`config.mk`:
```
export PLATFORM = sky130hd
export DESIGN_NAME = jtframe_romrq_cache
export DESIGN_NICKNAME = d
export VERILOG_FILES = /design/src/rtl/jtframe_romrq_pkg.sv /design/src/rtl/jtframe_romrq_tagmatch.sv /design/src/rtl/jtframe_romrq_cache.sv
export SDC_FILE = /design/constraint.sdc
export NUM_CORES = 1
export LEC_CHECK = 0
export BUFFER_PORTS_ARGS = -buffer_cell sky130_fd_sc_hd__buf_2
export CORE_MARGIN = 2
export CORE_UTILIZATION = 40
export CTS_CLUSTER_DIAMETER = 100
export CTS_CLUSTER_SIZE = 25
export DETAILED_ROUTE_END_ITERATION = 12
export PLACE_DENSITY = 0.6
export SYNTH_ARGS = -nofsm -noshare
export SYNTH_HDL_FRONTEND = slang
export SYNTH_SLANG_ARGS = --single-unit
```
`constraint.sdc`:
```
create_clock -name clk -period 3.5 [get_ports clk]
set_input_delay 0.35 -clock clk [delete_from_list [all_inputs] [get_ports clk]]
set_output_delay 0.35 -clock clk [all_outputs]
set_load 0.03 [all_outputs]
```
`src/rtl/jtframe_romrq_pkg.sv`:
```
// Shared types and helpers for the jtframe ROM request cache family.
// Holds the FSM state type, the address alignment rule and the line pointer width.
package jtframe_romrq_pkg;

  typedef enum logic {
    IDLE = 1'b0,
    WAIT = 1'b1
  } romrq_state_t;

  // Number of low address bits that select a lane inside the 32-bit line
  function automatic int align_bits(input int dw);
    if (dw == 8) begin
      return 2;
    end else if (dw == 16) begin
      return 1;
    end else begin
      return 0;
    end
  endfunction

  // wr_ptr width: $clog2(CACHE_N), never below one bit
  function automatic int ptr_width(input int n);
    if (n <= 1) begin
      return 1;
    end else begin
      return $clog2(n);
    end
  endfunction

  localparam int PTR_W_DEFAULT = ptr_width(4);

endpackage

```
`src/rtl/jtframe_romrq_tagmatch.sv`:
```
// Parallel tag compare over N lines: hit flag, one-hot match vector and encoded index.
// The lowest matching line wins the encoded index.
module jtframe_romrq_tagmatch #(
  parameter int AW = 18,
  parameter int N  = 4,
  parameter int PW = 2
) (
  input  logic [N-1:0][AW-1:0] tags,
  input  logic [N-1:0]         valid,
  input  logic [AW-1:0]        key,
  output logic                 hit,
  output logic [N-1:0]         hit_oh,
  output logic [PW-1:0]        hit_idx
);

  // compare every valid line against the key and encode the first match
  always_comb begin
    hit_oh  = '0;
    hit_idx = '0;
    for (int i = 0; i < N; i++) begin
      hit_oh[i] = valid[i] && (tags[i] == key);
    end
    for (int i = N - 1; i >= 0; i--) begin
      if (hit_oh[i]) begin
        hit_idx = PW'(i);
      end else begin
        hit_idx = hit_idx;
      end
    end
    hit = |hit_oh;
  end

endmodule

```
`src/rtl/jtframe_romrq_cache.sv`:
```
// Fully-associative 32-bit line cache with FIFO replacement in front of one SDRAM slot.
// A single outstanding fill is tracked by the FSM and lands in the cache even if addr moves.
module jtframe_romrq_cache
  import jtframe_romrq_pkg::*;
#(
  parameter int AW      = 18,
  parameter int DW      = 8,
  parameter int CACHE_N = 4,
  parameter int REPACK  = 0
) (
  input  logic          clk,
  input  logic          rst_n,
  input  logic          clr,
  input  logic [21:0]   offset,
  input  logic [AW-1:0] addr,
  input  logic          addr_ok,
  input  logic [31:0]   din,
  input  logic          din_ok,
  input  logic          we,
  output logic          req,
  output logic [21:0]   sdram_addr,
  output logic          data_ok,
  output logic [DW-1:0] dout
);

  localparam int PW = ptr_width(CACHE_N);
  localparam int LB = align_bits(DW);
  localparam logic [AW-1:0] LOW_MASK = AW'((1 << LB) - 1);

  romrq_state_t                   state_r;
  logic [CACHE_N-1:0][AW-1:0]     tag_r;
  logic [CACHE_N-1:0][31:0]       data_r;
  logic [CACHE_N-1:0]             valid_r;
  logic [PW-1:0]                  wr_ptr_r;
  logic [AW-1:0]                  pend_r;
  logic                           drop_r;

  logic [AW-1:0]      areq_s;
  logic               match_s;
  logic               hit_s;
  logic [CACHE_N-1:0] hit_oh_s;
  logic [PW-1:0]      hit_idx_s;
  logic               fill_s;
  logic               pt_s;
  logic [21:0]        pend_ext_s;
  logic [4:0]         lane_s;
  logic [31:0]        src_s;
  logic [31:0]        word_s;

  assign areq_s     = addr & ~LOW_MASK;
  assign hit_s      = match_s && !clr;
  assign fill_s     = (state_r == WAIT) && we && din_ok;
  assign pt_s       = (REPACK == 0) && fill_s && !drop_r && !clr && (pend_r == areq_s);
  assign pend_ext_s = 22'(pend_r);
  // 8-bit consumers address bytes while the slot is addressed in 16-bit words
  assign sdram_addr = ((DW == 8) ? (pend_ext_s >> 1) : pend_ext_s) + offset;

  jtframe_romrq_tagmatch #(
    .AW (AW),
    .N  (CACHE_N),
    .PW (PW)
  ) u_tagmatch (
    .tags    (tag_r),
    .valid   (valid_r),
    .key     (areq_s),
    .hit     (match_s),
    .hit_oh  (hit_oh_s),
    .hit_idx (hit_idx_s)
  );

  // pick the little-endian lane out of the pass-through or cached line
  always_comb begin
    lane_s = 5'd0;
    if (DW == 8) begin
      lane_s = {addr[1:0], 3'b000};
    end else if (DW == 16) begin
      lane_s = {addr[1], 4'b0000};
    end else begin
      lane_s = 5'd0;
    end
    src_s  = pt_s ? din : data_r[hit_idx_s];
    word_s = src_s >> lane_s;
  end

  // request FSM, line fill and invalidation
  always_ff @(posedge clk or negedge rst_n) begin
    if (!rst_n) begin
      state_r  <= IDLE;
      req      <= 1'b0;
      pend_r   <= '0;
      drop_r   <= 1'b0;
      valid_r  <= '0;
      wr_ptr_r <= '0;
      tag_r    <= '0;
      data_r   <= '0;
    end else begin
      case (state_r)
        IDLE: begin
          if (addr_ok && !hit_s && !clr) begin
            pend_r  <= areq_s;
            req     <= 1'b1;
            state_r <= WAIT;
          end
        end
        WAIT: begin
          if (fill_s) begin
            req     <= 1'b0;
            state_r <= IDLE;
            drop_r  <= 1'b0;
          end else if (clr) begin
            drop_r <= 1'b1;
          end
        end
        default: begin
          state_r <= IDLE;
          req     <= 1'b0;
        end
      endcase
      // clr beats a same-cycle fill, so nothing is written then
      if (clr) begin
        valid_r  <= '0;
        wr_ptr_r <= '0;
      end else if (fill_s && !drop_r) begin
        tag_r[wr_ptr_r]   <= pend_r;
        data_r[wr_ptr_r]  <= din;
        valid_r[wr_ptr_r] <= 1'b1;
        wr_ptr_r <= (wr_ptr_r == PW'(CACHE_N - 1)) ? '0 : wr_ptr_r + 1'b1;
      end
    end
  end

  // registered response: hit or same-edge pass-through of the fill
  always_ff @(posedge clk or negedge rst_n) begin
    if (!rst_n) begin
      data_ok <= 1'b0;
      dout    <= '0;
    end else begin
      data_ok <= addr_ok && (hit_s || pt_s);
      if (addr_ok && (hit_s || pt_s)) begin
        dout <= word_s[DW-1:0];
      end
    end
  end

endmodule
```
==> metrics.md <==
| Metric | Value |
|---|---|
| Max incr delay on CP | about 360 ps |
| Most used DFF post-synth | dfrtp_1 |
| Post-synthesis mux area share | 0.2578 |
| Fin. max-slew vios | 0 |
| Crit path launch type | flip-flop |
| Class of the worst hold path | input port to flip-flop |
| Synth Area in Adders | 0.02321 |
| XOR/XNOR Fraction of Synth Area | 0.07295 |
| WL/cell | 20.14 um |
| Post-Syn Area per Cell | ~12 um2 |
| Clock transition at path regs | around 90 ps |
| Num CTS Buffers | 13 |
| Simple-gate share of the synthesized area | 0.06639 |
| Most frequent CP cell | o21ai_2 |
| Critical Setup Path Class | flip-flop to primary output |
| Seq cells post-synth | 226 |
| Die H | between 150 and 200 um |
| Hold slack | between 80 and 90 ps |
| Compound-cell area share of the yosys netlist | 0.06081 |
| Async set or reset register ratio after synthesis | 1.000 |
| Leakage | 5.964 nW |
| Crit. End Element | primary output |
| Initial antenna violation count | 4 |
| Final WL | roughly 29,000 um |
| Total power | 6.826 mW |
| Latest clock arrival within the worst-skew pair | between 400 and 500 ps |
| EDFF count, synth | 0 |
| Final worst path period share | 0.9521 |
| PwrDens | 519.4 mW/mm2 |
| Max Root-Sink Buffers | 3 |
| Ranking of synthesized cells by area | dfrtp_1 49%, mux2_2 19%, xnor2_1 5.3% |
| Chip width | 174.6 um |
| CTS Root Cell | clkbuf_16 |
| Fin nets | 1,140 |
| Fraction of layout cells with a size suffix above 1 | 0.3775 |
| Vias | about 7,600 |
| CP arrival | 2980 ps |
| Post-route ant nets | 0 |
| Skew final | about 20 ps |
| Setup Viol. Count Final | 0 |
| CP Max Fanout | 3 |
| VDD IR-drop max | 0.0002397 V |
| Grt ovf | 0 |
| Largest net degree at the start of global routing | between 100 and 150 |
| Fin. Hold Viols | 0 |
| Initial core utilization | 0.4058 |
| Clk sinks | ~230 |
| Site Rows | between 60 and 70 |
| Syn_nets | around 1,000 |
| CP Data Required Time | ~3200 ps |
| Register area share after synthesis | 0.4856 |
| Outcome | finished, final reports clean |
| Vias per cell | around 5.3 |
| Count of cell types in the netlist | between 50 and 60 |
| Detailed Routing Iterations Pass 1 | 4 |
| Placed insts | about 1,400 |
| Die Area | 0.03050 mm2 |
| Yosys top cell area share | 0.4856 |
| Post-synth top area cell | dfrtp_1 |
| Gpl congestion | 0.7990 |
| RSZ-0062 raised after global routing | true |
| H-tree levels | 1 |
| TritonCTS clock tree | yes |
| Flop-to-flop setup slack | roughly 600 ps |
| Largest family of logic cells by synthesized area | multiplexers |
| DRC | 0 |
| Min Tclk post-route | roughly 3300 ps |
| Total GRT Usage | 0.1915 |
| PortBufs | 107 |
| Boundary Pins | 110 |
| Reg2Reg Depth | 10 |
| First-pass GRT wire length | between 40,000 and 50,000 um |
| Hold depth | 2 |
| Fmax | 300.1 MHz |
| Cells after Synth | around 950 |
| Initial DRC count | 426 |
| Area of the mapped netlist | roughly 0.012 mm2 |
| Worst relative slew slack | 0.4982 |
| Synth warn | 0 |
| Slowest CP cell | dfrtp_1 |
| Vias in the first global route | around 8,000 |
| DP HPWL | between 15,000 and 20,000 um |
| Crit path cell chain | ha_1 -> inv_1 -> fa_2 -> nor2b_2 -> o21ai_1 -> a21boi_2 -> o21ai_2 -> a211oi_4 -> o31ai_4 -> o21ai_2 -> nand3_1 -> xnor2_1 -> buf_4 |
| Max-Cap Viols | 0 |
| Syn-to-layout area delta | 12.84% |
| Core area | approximately 0.029 mm2 |
| Finished Layout Cells | approximately 1,400 |
| Slew @ Worst Pin | ~750 ps |
## report_power, final
| part | internal [mW] | switching (mW) |
|---|---|---|
| clock | 0.691 | 0.865 |
| sequential | 2.98 | 0.292 |
| combinational | 0.915 | 1.08 |
## state kept, by name, summed over array words and instances, names as in the netlist
| name | count |
|---|---|
| data_r | 128 |
| tag_r | 64 |
| pend_r | 16 |
| dout | 8 |
| valid_r | 4 |
| wr_ptr_r | 2 |
| data_ok | 1 |
| drop_r | 1 |
| req | 1 |
| state_r | 1 |
## worst max-delay path: cells and delay by family, from the launching register on
| family | cells | cell delay (ps) |
|---|---|---|
| AO/OA/AOI/OAI | 6 | 990 |
| adder cells (fa/ha/maj) | 2 | 520 |
| flip-flops | 1 | 360 |
| buffers and inverters | 2 | 240 |
| AND/OR/NAND/NOR | 2 | 240 |
| XOR/XNOR | 1 | 150 |
## cell families after synthesis
logic type,after synthesis
AO/OA/AOI/OAI,111
adder cells (fa/ha/maj),21
AND/OR/NAND/NOR,150
XOR/XNOR,97
flip-flops,226
buffers and inverters,78
multiplexers,264
## final cells by class
cell class	count	area (um2)
diodes	2	5.005
clock buffers	13	325.3
clock inverters	2	35.03
fillers	2685	15560
inverters	21	78.83
multi-input cells	643	5692
flip-flops and latches	226	5657
well taps	384	480.5
repair buffers	136	868.3
## path summary, 6_finish.rpt
| path | from | end |
|---|---|---|
| max | pend_r[2] | sdram_addr[19] |
| min reg2reg | req | req |
| max reg2reg | tag_r[57] | dout[2] |
| max in group asynchronous | rst_n | tag_r[3] |
| min in group asynchronous | rst_n | data_r[67] |
| min | we | drop_r |
## synthesized netlist by cell type, types with 9 or more instances
cell / n
inv_1: 21
mux2i_1: 48
o22ai_1: 24
buf_2: 17
nor2_1: 24
nand4_1: 10
o21ai_0: 13
mux2_2: 200
buf_1: 13
ha_1: 20
nor3_1: 12
dfrtp_1: 226
nand2_1: 54
o31ai_1: 10
nand3_1: 9
xor2_1: 26
xnor2_1: 71
clkbuf_1: 13
a21oi_1: 34
## routing by layer
| layer | track usage | up-vias | part of all wire |
|---|---|---|---|
| li1 | - | 3542 | - |
| met1 | 0.2924 | 3865 | 0.50 |
| met2 | 0.2948 | 117 | 0.45 |
| met3 | 0.02415 | 24 | 0.038 |
| met4 | 0.03507 | 2 | 0.011 |
| met5 | 0 | - | 0.00042 |
## cells in the final DEF, fill, tap and decap left out, types with 4 or more instances in the layout
master | Yosys | layout
mux2i_1 | 48 | 48
a21o_1 | 7 | 7
nor4_1 | 8 | 8
ha_1 | 20 | 20
and2_2 | 0 | 4
a21oi_1 | 34 | 31
nand2b_1 | 4 | 4
nor2_1 | 24 | 24
nor3_1 | 12 | 12
o31ai_1 | 10 | 8
buf_2 | 17 | 100
xor2_1 | 26 | 26
nand2_1 | 54 | 54
inv_1 | 21 | 21
nand3_1 | 9 | 8
nand3_2 | 3 | 4
clkbuf_16 | 0 | 13
o22ai_1 | 24 | 24
or3_1 | 4 | 4
o21ai_0 | 13 | 11
mux2_2 | 200 | 200
a21oi_2 | 2 | 5
mux4_2 | 8 | 8
nand4_1 | 10 | 10
buf_4 | 7 | 26
xnor2_1 | 71 | 71
dfrtp_1 | 226 | 225
mux2_1 | 8 | 8
buf_12 | 0 | 7
## through the flow
step / TNS [ps] / cell area (um2) / utilization / worst slack, ps
2_1_floorplan: 0 / 11650 / - / 322.8
3_3_place_gp: 0 / 12660 / 0.4411 / 210.2
3_5_place_dp: 0 / 12660 / 0.4411 / 142.2
4_1_cts: -11.80 / 13070 / 0.4554 / -11.80
5_1_grt: -103.1 / 13140 / 0.4578 / -55.88
6_report: 0 / 13140 / 0.4578 / 167.6
## repair_timing
action / 4_1_cts / 5_1_grt
endpoints found under the setup margin: 8 / 9
pin swaps: 8 / 5
hold buffers: 1 / 0
endpoints found under the hold margin: 96 / 0
buffers inserted: 1 / 0
resized for setup: 11 / 17
(Power assumes the default switching activity.)
